`src/rtl/ifetch_unit.sv`:
```
// Instruction fetch unit: one outstanding read, small {pc, word} buffer toward decode, redirect/flush handling.
// Optional misaligned-redirect trap is enabled by defining IFETCH_MISALIGN_TRAP_EN.
module ifetch_unit #(
  parameter logic [31:0] RESET_PC   = 32'h0000_0000,
  parameter int          ADDR_W     = 12,
  parameter int          FIFO_DEPTH = 2
) (
  input  logic              clk_in,
  input  logic              rst_in,
  output logic              mem_req_out,
  output logic [ADDR_W-1:0] mem_addr_out,
  input  logic              mem_valid_in,
  input  logic [31:0]       mem_data_in,
  output logic              instr_valid_out,
  input  logic              instr_ready_in,
  output logic [31:0]       instr_out,
  output logic [31:0]       pc_out,
  input  logic              redirect_in,
  input  logic [31:0]       redirect_pc_in,
  output logic              fetch_misalign_out
);

  localparam int PTR_W = $clog2(FIFO_DEPTH);
  localparam int CNT_W = PTR_W + 1;

  typedef enum logic [1:0] {ST_IDLE, ST_WAIT, ST_FLUSH} state_t;

  // Handshake: a head entry moves to decode on any rising edge where
  // instr_valid_out && instr_ready_in; valid never depends on ready.
  state_t              state_q, state_d;
  logic [31:0]         fetch_pc_q, fetch_pc_d;
  logic                mem_req_q, mem_req_d;
  logic [ADDR_W-1:0]   mem_addr_q, mem_addr_d;
  logic [PTR_W-1:0]    rd_ptr_q, rd_ptr_d;
  logic [PTR_W-1:0]    wr_ptr_q, wr_ptr_d;
  logic [CNT_W-1:0]    count_q, count_d;
  logic                misalign_q, misalign_d;
  logic [31:0]         buf_pc_q   [FIFO_DEPTH];
  logic [31:0]         buf_word_q [FIFO_DEPTH];
  logic                push;
  logic                pop;

  assign instr_valid_out    = (count_q != '0);
  assign instr_out          = instr_valid_out ? buf_word_q[rd_ptr_q] : 32'h0;
  assign pc_out             = instr_valid_out ? buf_pc_q[rd_ptr_q]   : 32'h0;
  assign mem_req_out        = mem_req_q;
  assign mem_addr_out       = mem_addr_q;
  assign fetch_misalign_out = misalign_q;
  assign pop                = instr_valid_out && instr_ready_in;

  always_comb begin
    state_d    = state_q;
    fetch_pc_d = fetch_pc_q;
    mem_req_d  = 1'b0;
    mem_addr_d = mem_addr_q;
    rd_ptr_d   = rd_ptr_q;
    wr_ptr_d   = wr_ptr_q;
    count_d    = count_q;
    misalign_d = misalign_q;
    push       = 1'b0;

    if (redirect_in) begin
`ifdef IFETCH_MISALIGN_TRAP_EN
      fetch_pc_d = redirect_pc_in;
      misalign_d = |redirect_pc_in[1:0];
`else
      fetch_pc_d = redirect_pc_in & 32'hFFFF_FFFC;
`endif
      rd_ptr_d = '0;
      wr_ptr_d = '0;
      count_d  = '0;
      case (state_q)
        ST_WAIT:  state_d = mem_valid_in ? ST_IDLE : ST_FLUSH;
        // A response landing in the same cycle still retires the FLUSH, otherwise we would wait forever.
        ST_FLUSH: state_d = mem_valid_in ? ST_IDLE : ST_FLUSH;
        default:  state_d = ST_IDLE;
      endcase
    end else begin
      case (state_q)
        ST_IDLE: begin
          if ((count_q < CNT_W'(FIFO_DEPTH)) && !misalign_q) begin
            mem_req_d  = 1'b1;
            mem_addr_d = fetch_pc_q[ADDR_W+1:2];
            state_d    = ST_WAIT;
          end
        end
        ST_WAIT: begin
          if (mem_valid_in) begin
            push       = 1'b1;
            fetch_pc_d = fetch_pc_q + 32'd4;
            state_d    = ST_IDLE;
          end
        end
        ST_FLUSH: begin
          if (mem_valid_in) state_d = ST_IDLE;
        end
        default: state_d = ST_IDLE;
      endcase

      if (push) wr_ptr_d = wr_ptr_q + PTR_W'(1);
      if (pop)  rd_ptr_d = rd_ptr_q + PTR_W'(1);
      case ({push, pop})
        2'b10:   count_d = count_q + CNT_W'(1);
        2'b01:   count_d = count_q - CNT_W'(1);
        default: count_d = count_q;
      endcase
    end
  end

  always_ff @(posedge clk_in) begin
    if (rst_in) begin
      state_q    <= ST_IDLE;
      fetch_pc_q <= RESET_PC;
      mem_req_q  <= 1'b0;
      mem_addr_q <= '0;
      rd_ptr_q   <= '0;
      wr_ptr_q   <= '0;
      count_q    <= '0;
      misalign_q <= 1'b0;
    end else begin
      state_q    <= state_d;
      fetch_pc_q <= fetch_pc_d;
      mem_req_q  <= mem_req_d;
      mem_addr_q <= mem_addr_d;
      rd_ptr_q   <= rd_ptr_d;
      wr_ptr_q   <= wr_ptr_d;
      count_q    <= count_d;
      misalign_q <= misalign_d;
      if (push) begin
        buf_pc_q[wr_ptr_q]   <= fetch_pc_q;
        buf_word_q[wr_ptr_q] <= mem_data_in;
      end
    end
  end

endmodule

```
`config.mk`:
```
export PLATFORM = sky130hd
export DESIGN_NAME = ifetch_unit
export DESIGN_NICKNAME = d
export VERILOG_FILES = /design/src/rtl/ifetch_unit.sv
export SDC_FILE = /design/constraint.sdc
export NUM_CORES = 1
export LEC_CHECK = 0
export BUFFER_PORTS_ARGS = -buffer_cell sky130_fd_sc_hd__buf_2
export CORE_ASPECT_RATIO = 1.75
export CORE_MARGIN = 4
export CORE_UTILIZATION = 45
export DETAILED_ROUTE_END_ITERATION = 8
export MAX_ROUTING_LAYER = met4
export PLACE_DENSITY = 0.77
export SKIP_LAST_GASP = 1
export SYNTH_ARGS = -nofsm -noshare
export SYNTH_HDL_FRONTEND = slang
export SYNTH_SLANG_ARGS = --single-unit
```
`constraint.sdc`:
```
create_clock -name clk_in -period 7.98 [get_ports clk_in]
set_input_delay 0.399 -clock clk_in [delete_from_list [all_inputs] [get_ports clk_in]]
set_output_delay 0.399 -clock clk_in [all_outputs]
set_load 0.005 [all_outputs]
```
# Yosys cells after proc, flatten, opt, wreduce, memory -nomap -nowiden
# Memories as Yosys holds them, arrays and structs flattened. A register that Yosys moved wholly into a read port is not among the register bits.
# Index checks and enable logic that the tools add are counted.
dict set report totals {
  input_bits 69
  ramBits 128
  output_inout_bits 79
  regBits 51
  memories 2
  word_cells 61
}
# memory words width read_ports rd_ports_with_merged_regs write_ports line_no
set mem_list {}
lappend mem_list {buf_pc_q 2 32 1 1 1 38} ;# logic [31:0] buf_pc_q [FIFO_DEPTH];
lappend mem_list {buf_word_q 2 32 1 1 1 39} ;# logic [31:0] buf_word_q [FIFO_DEPTH];
dict set report classes {
  n_addsub 5
  order_cmp 1
  mux 24
  eq_ne 6
  n_reduce_logical 13
  bitwise_logic 2
}
# cell count
set ops {}
lappend ops {{32-bit two-way mux} 5}
lappend ops {{32-bit by 3-bit adder with 32-bit output, second input constant} 1}
lappend ops {{1-bit two-way mux} 12}
lappend ops {{2-bit two-way mux} 5}
lappend ops {{2-bit case mux with 2 select lines} 2}
lappend ops {{2-bit nonzero test} 4}
lappend ops {{2-bit AND reduction} 3}
lappend ops {{2-bit by 1-bit == test with 1-bit output, second input constant} 2}
lappend ops {{2-bit == test, second input constant} 2}
lappend ops {{2-bit OR reduction} 2}
lappend ops {{3-bit by 1-bit != test with 1-bit output, second input constant} 1}
lappend ops {{3-bit != test, second input constant} 1}
lappend ops {{3-bit AND reduction} 1}
lappend ops {{3-bit OR reduction} 1}
lappend ops {{1-bit adder, second input constant} 2}
lappend ops {{2-bit by 1-bit adder with 2-bit output, second input constant} 1}
lappend ops {{2-bit logical NOT} 1}
lappend ops {{2-bit less-than comparator, second input constant} 1}
lappend ops {{1-bit NOT} 2}
lappend ops {{2-bit by 1-bit subtractor with 2-bit output, second input constant} 1}
lappend ops {{1-bit logical AND} 1}

# Longest topological paths before layout
# Gate-level depths: netlist of the first run.
dict set report depth {
  word_depth 7
  depth_mapped 7
  ltp_nobuf 7
}

# Worst setup path after synthesis of the first run
# Ideal clock, no wire load.
dict set report synth_path {
  path_kind {register to register}
  start {register state_q[1]}
  end {memory buf_pc_q[0][10], enable pin}
  required_ns 7.422
  period_less_slack_ns 5.645
  setup_time_ns 0.558
  stages_incl_launch_ff 5
  n_path_buf 0
  t_arrival_ns 5.087
  path_slack_ns 2.335
  path_cell_list {dfxtp_1 -> inv_1 -> ha_1 -> nand2_1 -> nor3_1}
}
dict set report synth_between {
  elab_chain_len 7
}
# item line_no
set synth_rtl {}
lappend synth_rtl {{start: declaration} 30} ;# state_t state_q, state_d;
lappend synth_rtl {{start signal: assignment} 121} ;# state_q <= state_d;
lappend synth_rtl {{2-bit by 1-bit == test with 1-bit output} 79} ;# case (state_q)
lappend synth_rtl {{1-bit two-way mux} 79}
lappend synth_rtl {{1-bit two-way mux (2 in series)} 62} ;# if (redirect_in) begin
lappend synth_rtl {{1-bit two-way mux} 129} ;# if (push) begin
lappend synth_rtl {{1-bit two-way mux} 111} ;# if (rst_in) begin
lappend synth_rtl {{1-bit two-way mux (not written as such)} 130} ;# buf_pc_q[wr_ptr_q] <= fetch_pc_q;
lappend synth_rtl {{end: declaration} 38}
# Every way passes these cells. The select of a mux whose other input is x is not followed.

# Final worst setup path of the first run
dict set report layout_path {
  start {register fetch_pc_q[4]}
  end {register fetch_pc_q[28]}
}
dict set report layout_between {
  elab_chain_len 4
}
# item line_no
set layout_rtl {}
lappend layout_rtl {{start: declaration} 31} ;# logic [31:0] fetch_pc_q, fetch_pc_d;
lappend layout_rtl {{start signal: assignment} 122} ;# fetch_pc_q <= fetch_pc_d;
lappend layout_rtl {{32-bit by 3-bit adder with 32-bit output} 90} ;# fetch_pc_d = fetch_pc_q + 32'd4;
lappend layout_rtl {{32-bit two-way mux} 88} ;# if (mem_valid_in) begin
lappend layout_rtl {{32-bit two-way mux} 79}
lappend layout_rtl {{32-bit two-way mux} 62}
# Every way passes these cells. The select of a mux whose other input is x is not followed.
# A chain may end at the register's enable or synchronous reset.

==> results of run 1 <==
==> metrics by stage <==
stage	hold slack, ns	setup slack [ns]
2_1_floorplan	0.453	2.34
3_3_place_gp	0.441	5.27
3_5_place_dp	0.448	5.23
4_1_cts	0.149	5.42
5_1_grt	0.142	5.24
6_report	0.168	5.42
==> logic make-up (layout without fill, tap and decap cells) <==
group                    after synthesis  in the layout
flip-flops                           174            174
multiplexers                          62             62
AO/OA/AOI/OAI                         67             67
AND/OR/NAND/NOR                      227            227
XOR/XNOR                              15             15
adder cells (fa/ha/maj)                4              4
other                                  1              3
buffers and inverters                 41            185
==> Yosys cell counts (9+ instances only) <==
| cell type | n |
|---|---|
| a21oi_1 | 18 |
| a311oi_1 | 12 |
| clkbuf_1 | 28 |
| dfxtp_1 | 50 |
| edfxtp_1 | 124 |
| mux2i_1 | 62 |
| nand2_1 | 50 |
| nand3_1 | 9 |
| nand4_1 | 11 |
| nor2_1 | 96 |
| o21ai_0 | 9 |
| or3_1 | 11 |
| xnor2_1 | 10 |
==> critical path, stage by stage (launching register included) <==
cell and delay, ns:
dfxtp_1 0.49, nand4_2 0.35, or3_1 0.67, or3_1 0.44, a2111oi_0 0.46
==> worst max path at each step <==
stage             startpoint                to
2_1_floorplan     state_q[1]   buf_pc_q[0][10]
3_3_place_gp          rst_in  buf_word_q[1][5]
3_5_place_dp          rst_in  buf_word_q[1][7]
4_1_cts             register        pc_out[22]
5_1_grt        fetch_pc_q[4]    fetch_pc_q[28]
6_report       fetch_pc_q[4]    fetch_pc_q[28]
==> sequential cells by signal, indices dropped and copies added, names as in the netlist, named ones only <==
signal,count
buf_word_q,64
wr_ptr_q,1
mem_req_out,1
count_q,2
fetch_pc_q,30
rd_ptr_q,1
mem_addr_out,12
buf_pc_q,60
state_q,2
==> power breakdown <==
group          leakage, nW  switching (mW)  total [mW]  internal (mW)
combinational         1.32          0.0492      0.0880         0.0389
sequential            1.54          0.0236        1.01          0.986
clock                0.283           0.357       0.806          0.449
==> final cells by class <==
cell class                 instances  share of cell area, %
sequential                       174                   54.5
timing repair buffer             147                   8.63
clock buffer                      18                   5.06
tap                              189                   2.73
clock inverter                    14                   1.64
inverter                           6                  0.260
multi-input combinational        378                   27.2
==> metal layers <==
layer	track usage, %	part of all wire [%]	routed length [um]
met4	6.38	1.6	246
met5	-	0	0
met2	32.2	54	8450
met1	19.9	41	6300
met3	3.05	3.4	524
==> summary.md, run 1 <==
| Metric | Value |
|---|---|
| Outcome | finished clean |
| Synth top area share | 51.5% |
| CTS Hold Buffers Added | 0 |
| Vias | ~5000 |
| Row cnt | between 60 and 70 |
| Fillcell total | 1352 |
| Clock Sinks | 174 |
| Max Freq | just under 0.4 GHz |
| Crit. End Element | register |
| Clk buf depth | 2 |
| Fin area | a little under 9000 um^2 |
| Min-delay worst type | in -> reg |
| Min-Delay Path Depth | 1 |
| Register area | about 4700 um^2 |
| Syn-to-layout area delta | 20.0% |
| Placed Cells incl. Taps | 894 |
| Ys flop type | edfxtp_1 |
| Final period util | about a third |
| Commonest cells after routing, fill and taps aside | buf_2 (142), edfxtp_1 (124), nor2_1 (95) |
| Clock transition at the registers of the reported paths | 0.07 ns |
| Adder and majority gate portion of the synthesized area | less than 1% |
| Slew HR | between 20% and 30% |
| Worst Tran Pin Value | 1.10 ns |
| Synth warnings | 0 |
| Post_cts resized | 0 |
| GRT Overall Usage | about 18% |
| Pwr per Cell Area | 219 nW/um^2 |
| FF-to-FF End | fetch_pc_q[28] |
| DP Area | 8090 um^2 |
| Endpoints failing setup | 0 |
| ANT nets after route | 0 |
| Clock skew | 0.0124 ns |
| Syn Area/Cell | approximately 12 um^2 |
| Synth area leader | edfxtp_1 |
| H-tree depth | 4 |
| Simple-Gate Fraction of Synth Area | approximately 15% |
| Commonest non-fill, non-tap cell in the layout | buf_2 |
| Reg2Reg Depth | 4 |
| Lkg Pwr | between 3 and 4 nW |
| Sequential fraction of the synthesis area | roughly two thirds |
| CTS Buf Count | 17 |
| Total die area | approximately 18000 um^2 |
| Mapped Area | 7220 um^2 |
| Worst setup SP type | register |
| Synth area leaders | edfxtp_1 (52%), dfxtp_1 (14%), mux2i_1 (8.6%), nor2_1 (5.0%), nand2_1 (2.6%) |
| Synth Area in Compound Gates | approximately 6.3% |
| Vias/cell | 5.39 |
| DR pass1 iterations | 6 |
| Critical Path AT | between 2 and 3 ns |
| Final core occ | 54.9% |
| Synth Area in XOR/XNOR | roughly 1.8% |
| Mapped Cells | slightly below 600 |
| Detail Placement HPWL | about 10000 um |
| Crit Path Class | reg -> reg |
| Mux cell area share after synthesis | 8.59% |
| Core ar. | roughly 16000 um^2 |
| Critical path required time | between 8 and 9 ns |
| Routability cong. | between 0.8 and 0.9 |
| Share of cells above drive strength 1 | ~25% |
| Largest family of logic cells by synthesized area | simple AND/OR/NAND/NOR gates |
| HP Start | mem_data_in[6] |
| Async SR Flop Fraction | 0% |
| Area occupied by multi-input gates | 2350 um^2 |
| I/O Pins | about 150 |
| Pin count of the biggest net entering global routing | 63 |
| Gr ovfl total | 0 |
| Root Driver | clkbuf_16 |
| Worst min-delay path endpoint | buf_word_q[1][6] |
| ANT cells | 0 |
| Max Fanout on Critical Path | 14 |
| Avg WL per Cell | ~17 um |
| Reported max-cap violation count | 0 |
| Worst-Skew Late Latency | roughly 0.42 ns |
| Vias in the first global route | a little under 5000 |
| Starting Density | 45.7% |
| Endpoints failing hold | 0 |
| Worst reg2reg setup slack | ~5.4 ns |
| Setup repair after global routing missed its margin | no |
| TritonCTS clock tree | yes |
| DR iter-0 viols | roughly 280 |
| Total power | about 1.9 mW |
| Synth cell types | 44 |
| Die Wd | approximately 100 um |
| Final wirelength | ~16000 um |
| Nets@finish | 797 |
| Port Buffers | between 100 and 150 |
| Critical R2R Launch | fetch_pc_q[4] |
| Max Slew Vio Count | 0 |
| Flops & latches, synth | 174 |
| Post-Layout Cell Count | 926 |
| Antenna violations before repair | 0 |
| Setup TNS | 0 ns |
| # DRC | 0 |
| VDD IR max | 0.143 mV |
| Setup Fix Bufs, Post-CTS | 0 |
| First-pass GRT wire length | 24900 um |
| Chip height | 176 um |
| Post-synth EDFFs | around 120 |
| Final worst path period need | 2.56 ns |
(Power assumes the default switching activity.)
==> run 2, diff against run 1 <==
==> constraint.sdc (replaced) <==
create_clock -name clk_in -period 2.6 [get_ports clk_in]
set_input_delay 0.13 -clock clk_in [delete_from_list [all_inputs] [get_ports clk_in]]
set_output_delay 0.13 -clock clk_in [all_outputs]
set_load 0.005 [all_outputs]
==> summary.md, run 2 (synthesis gave the netlist of run 1 again) <==
| Metric | Value |
|---|---|
| Commonest non-fill, non-tap cell in the layout | buf_2 |
| Total die area | 18200 um^2 |
| VDD IR max | about 0.38 mV |
| Antenna violations before repair | 0 |
| Endpoints failing hold | 0 |
| Syn-to-layout area delta | 28.4% |
| Largest register FFs | 64 |
| Pwr per Cell Area | between 600 and 700 nW/um^2 |
| Worst setup SP type | register |
| Root Driver | clkbuf_16 |
| Clock power share | around two fifths |
| Clock Sinks | ~170 |
| TritonCTS clock tree | yes |
| Final wirelength | between 15000 and 20000 um |
| HP Start | redirect_pc_in[11] |
| Reg2Reg Depth | 4 |
| CTS Buf Count | 17 |
| Total power | 5.92 mW |
| Pin count of the biggest net entering global routing | between 60 and 70 |
| FF-to-FF End | fetch_pc_q[21] |
| Clock skew | 0.00770 ns |
| Commonest cells after routing, fill and taps aside | buf_2 (142), edfxtp_1 (124), nor2_1 (95) |
| Clock transition at the registers of the reported paths | around 0.07 ns |
| Worst setup margin | ~0.16 ns |
| GRT Overall Usage | 18.8% |
| Cell internal pwr | between 4 and 5 mW |
| Vias | about 5300 |
| Port Buffers | about 140 |
| Top routing layer in use | met4 |
| Worst-Skew Late Latency | roughly 0.4 ns |
| Clk buf depth | 2 |
| Endpoints failing setup | 0 |
| Lkg Pwr | 3.39 nW |
| Worst min-delay path endpoint | fetch_pc_q[11] |
| Routed wl met2 | just under 9000 um |
| Seq pwr share | ~52% |
| Nets@finish | about 850 |
| Logic pwr share | 5.8% |
| Chip height | between 150 and 200 um |
| Crit Path Class | reg -> reg |
| Critical path required time | between 2 and 3 ns |
| Routability cong. | between 0.8 and 0.9 |
| Critical Path AT | 2.75 ns |
| Sw frac | between 20% and 30% |
| Placed Cells incl. Taps | ~900 |
| Critical R2R Launch | fetch_pc_q[5] |
| Met3 WL | a little over 700 um |
| Max Freq | approximately 0.41 GHz |
| Wl on met1 | ~6400 um |
| Worst reg2reg setup slack | ~0.16 ns |
| Setup TNS | 0 ns |
| Post_cts resized | 0 |
| Min-Delay Path Depth | 3 |
| Core ar. | between 15000 and 20000 um^2 |
| Starting Density | between 40 and 50% |
| Outcome | finished clean |
| Slew HR | ~55% |
| DR pass1 iterations | 5 |
| Dpl ws | ~0.27 ns |
| Max Slew Vio Count | 0 |
| Max Fanout on Critical Path | 10 |
| Vias/cell | ~5.4 |
| Share of cells above drive strength 1 | between 20% and 30% |
| Final period util | between 90 and 100% |
| Post-Layout Cell Count | approximately 1000 |
| Worst Tran Pin Value | between 0.6 and 0.7 ns |
| DR iter-0 viols | around 310 |
| CTS Hold Buffers Added | 50 |
| Setup repair after global routing missed its margin | no |
| Final worst path period need | 2.44 ns |
| Sw power | ~1.3 mW |
| Top Registers | buf_word_q: 64 flops, buf_pc_q: 60 flops, fetch_pc_q: 30 flops |
| # DRC | 0 |
| Min-delay worst type | in -> reg |
| Avg WL per Cell | about 17 um |
| Die Wd | between 100 and 150 um |
| Detail Placement HPWL | around 11000 um |
| Biggest register | buf_word_q |
| First-pass GRT wire length | roughly 27000 um |
| Gr ovfl total | 0 |
| ANT nets after route | 0 |
| I/O Pins | 148 |
| Row cnt | between 60 and 70 |
| Crit. End Element | register |
| Setup Fix Bufs, Post-CTS | 0 |
| ANT cells | 0 |
| H-tree depth | 4 |
| Reported max-cap violation count | 0 |
| Vias in the first global route | ~5200 |
| Worst Setup SP | fetch_pc_q[5] |
[run 2: cell count changes in the layout (fill, tap and decap cells not counted), moves of 2 or more]
| cell | previous run | this run |
|---|---|---|
| buf_12 | 0 | 3 |
| buf_4 | 5 | 7 |
| dlygate4sd3_1 | 0 | 50 |
| inv_6 | 7 | 5 |
[run 2: worst max-delay path by stage]
stage	cells after the start	slack, ns	end
2_1_floorplan	4	0.01	buf_pc_q[0][10]
3_3_place_gp	4	0.41	fetch_pc_q[21]
3_5_place_dp	4	0.27	fetch_pc_q[21]
4_1_cts	4	0.21	fetch_pc_q[21]
5_1_grt	4	0.11	fetch_pc_q[21]
6_report	4	0.16	fetch_pc_q[21]
[run 2: per-stage QoR]
| stage | cell area [um^2] | hold slack [ns] | utilization (%) |
|---|---|---|---|
| after floorplan | 7260 | 0.229 | - |
| after global placement | 8190 | 0.318 | 51.8 |
| after detailed placement | 8190 | 0.323 | 51.8 |
| after CTS | 9280 | 0.00390 | 58.7 |
| after global routing | 9280 | 0.0288 | 58.7 |
| final | 9280 | 0.0181 | 58.7 |
[run 2: layout make-up]
class / count / area (um^2)
fill: 1255 / 6520
multi-input combinational: 378 / 2380
inverter: 6 / 22.5
clock buffer: 18 / 439
sequential: 174 / 4730
clock inverter: 14 / 146
timing repair buffer: 202 / 1320
tap: 189 / 236
[run 2: per-layer routing]
| metal | vias up | track usage, % |
|---|---|---|
| li1 | 2561 | - |
| met5 | - | - |
| met3 | 33 | 3.24 |
| met4 | 0 | 7.38 |
| met2 | 185 | 33.9 |
| met1 | 2473 | 20.6 |
[run 2: critical path, cell delays in order (launching register included)]
cell and delay [ns]:
dfxtp_1 0.49, nand4_2 0.24, or4_1 0.75, or4_1 0.56, a311oi_1 0.30
[run 2: power groups by stage]
stage / registers (mW) / clock network [mW] / logic [mW]
5_1_grt: 3.10 / 2.64 / 0.380
3_3_place_gp: 3.15 / 0 / 0.274
4_1_cts: 3.09 / 2.54 / 0.343
3_5_place_dp: 3.16 / 0 / 0.282
2_1_floorplan: 3.13 / 0 / 0.159
6_report: 3.10 / 2.48 / 0.342
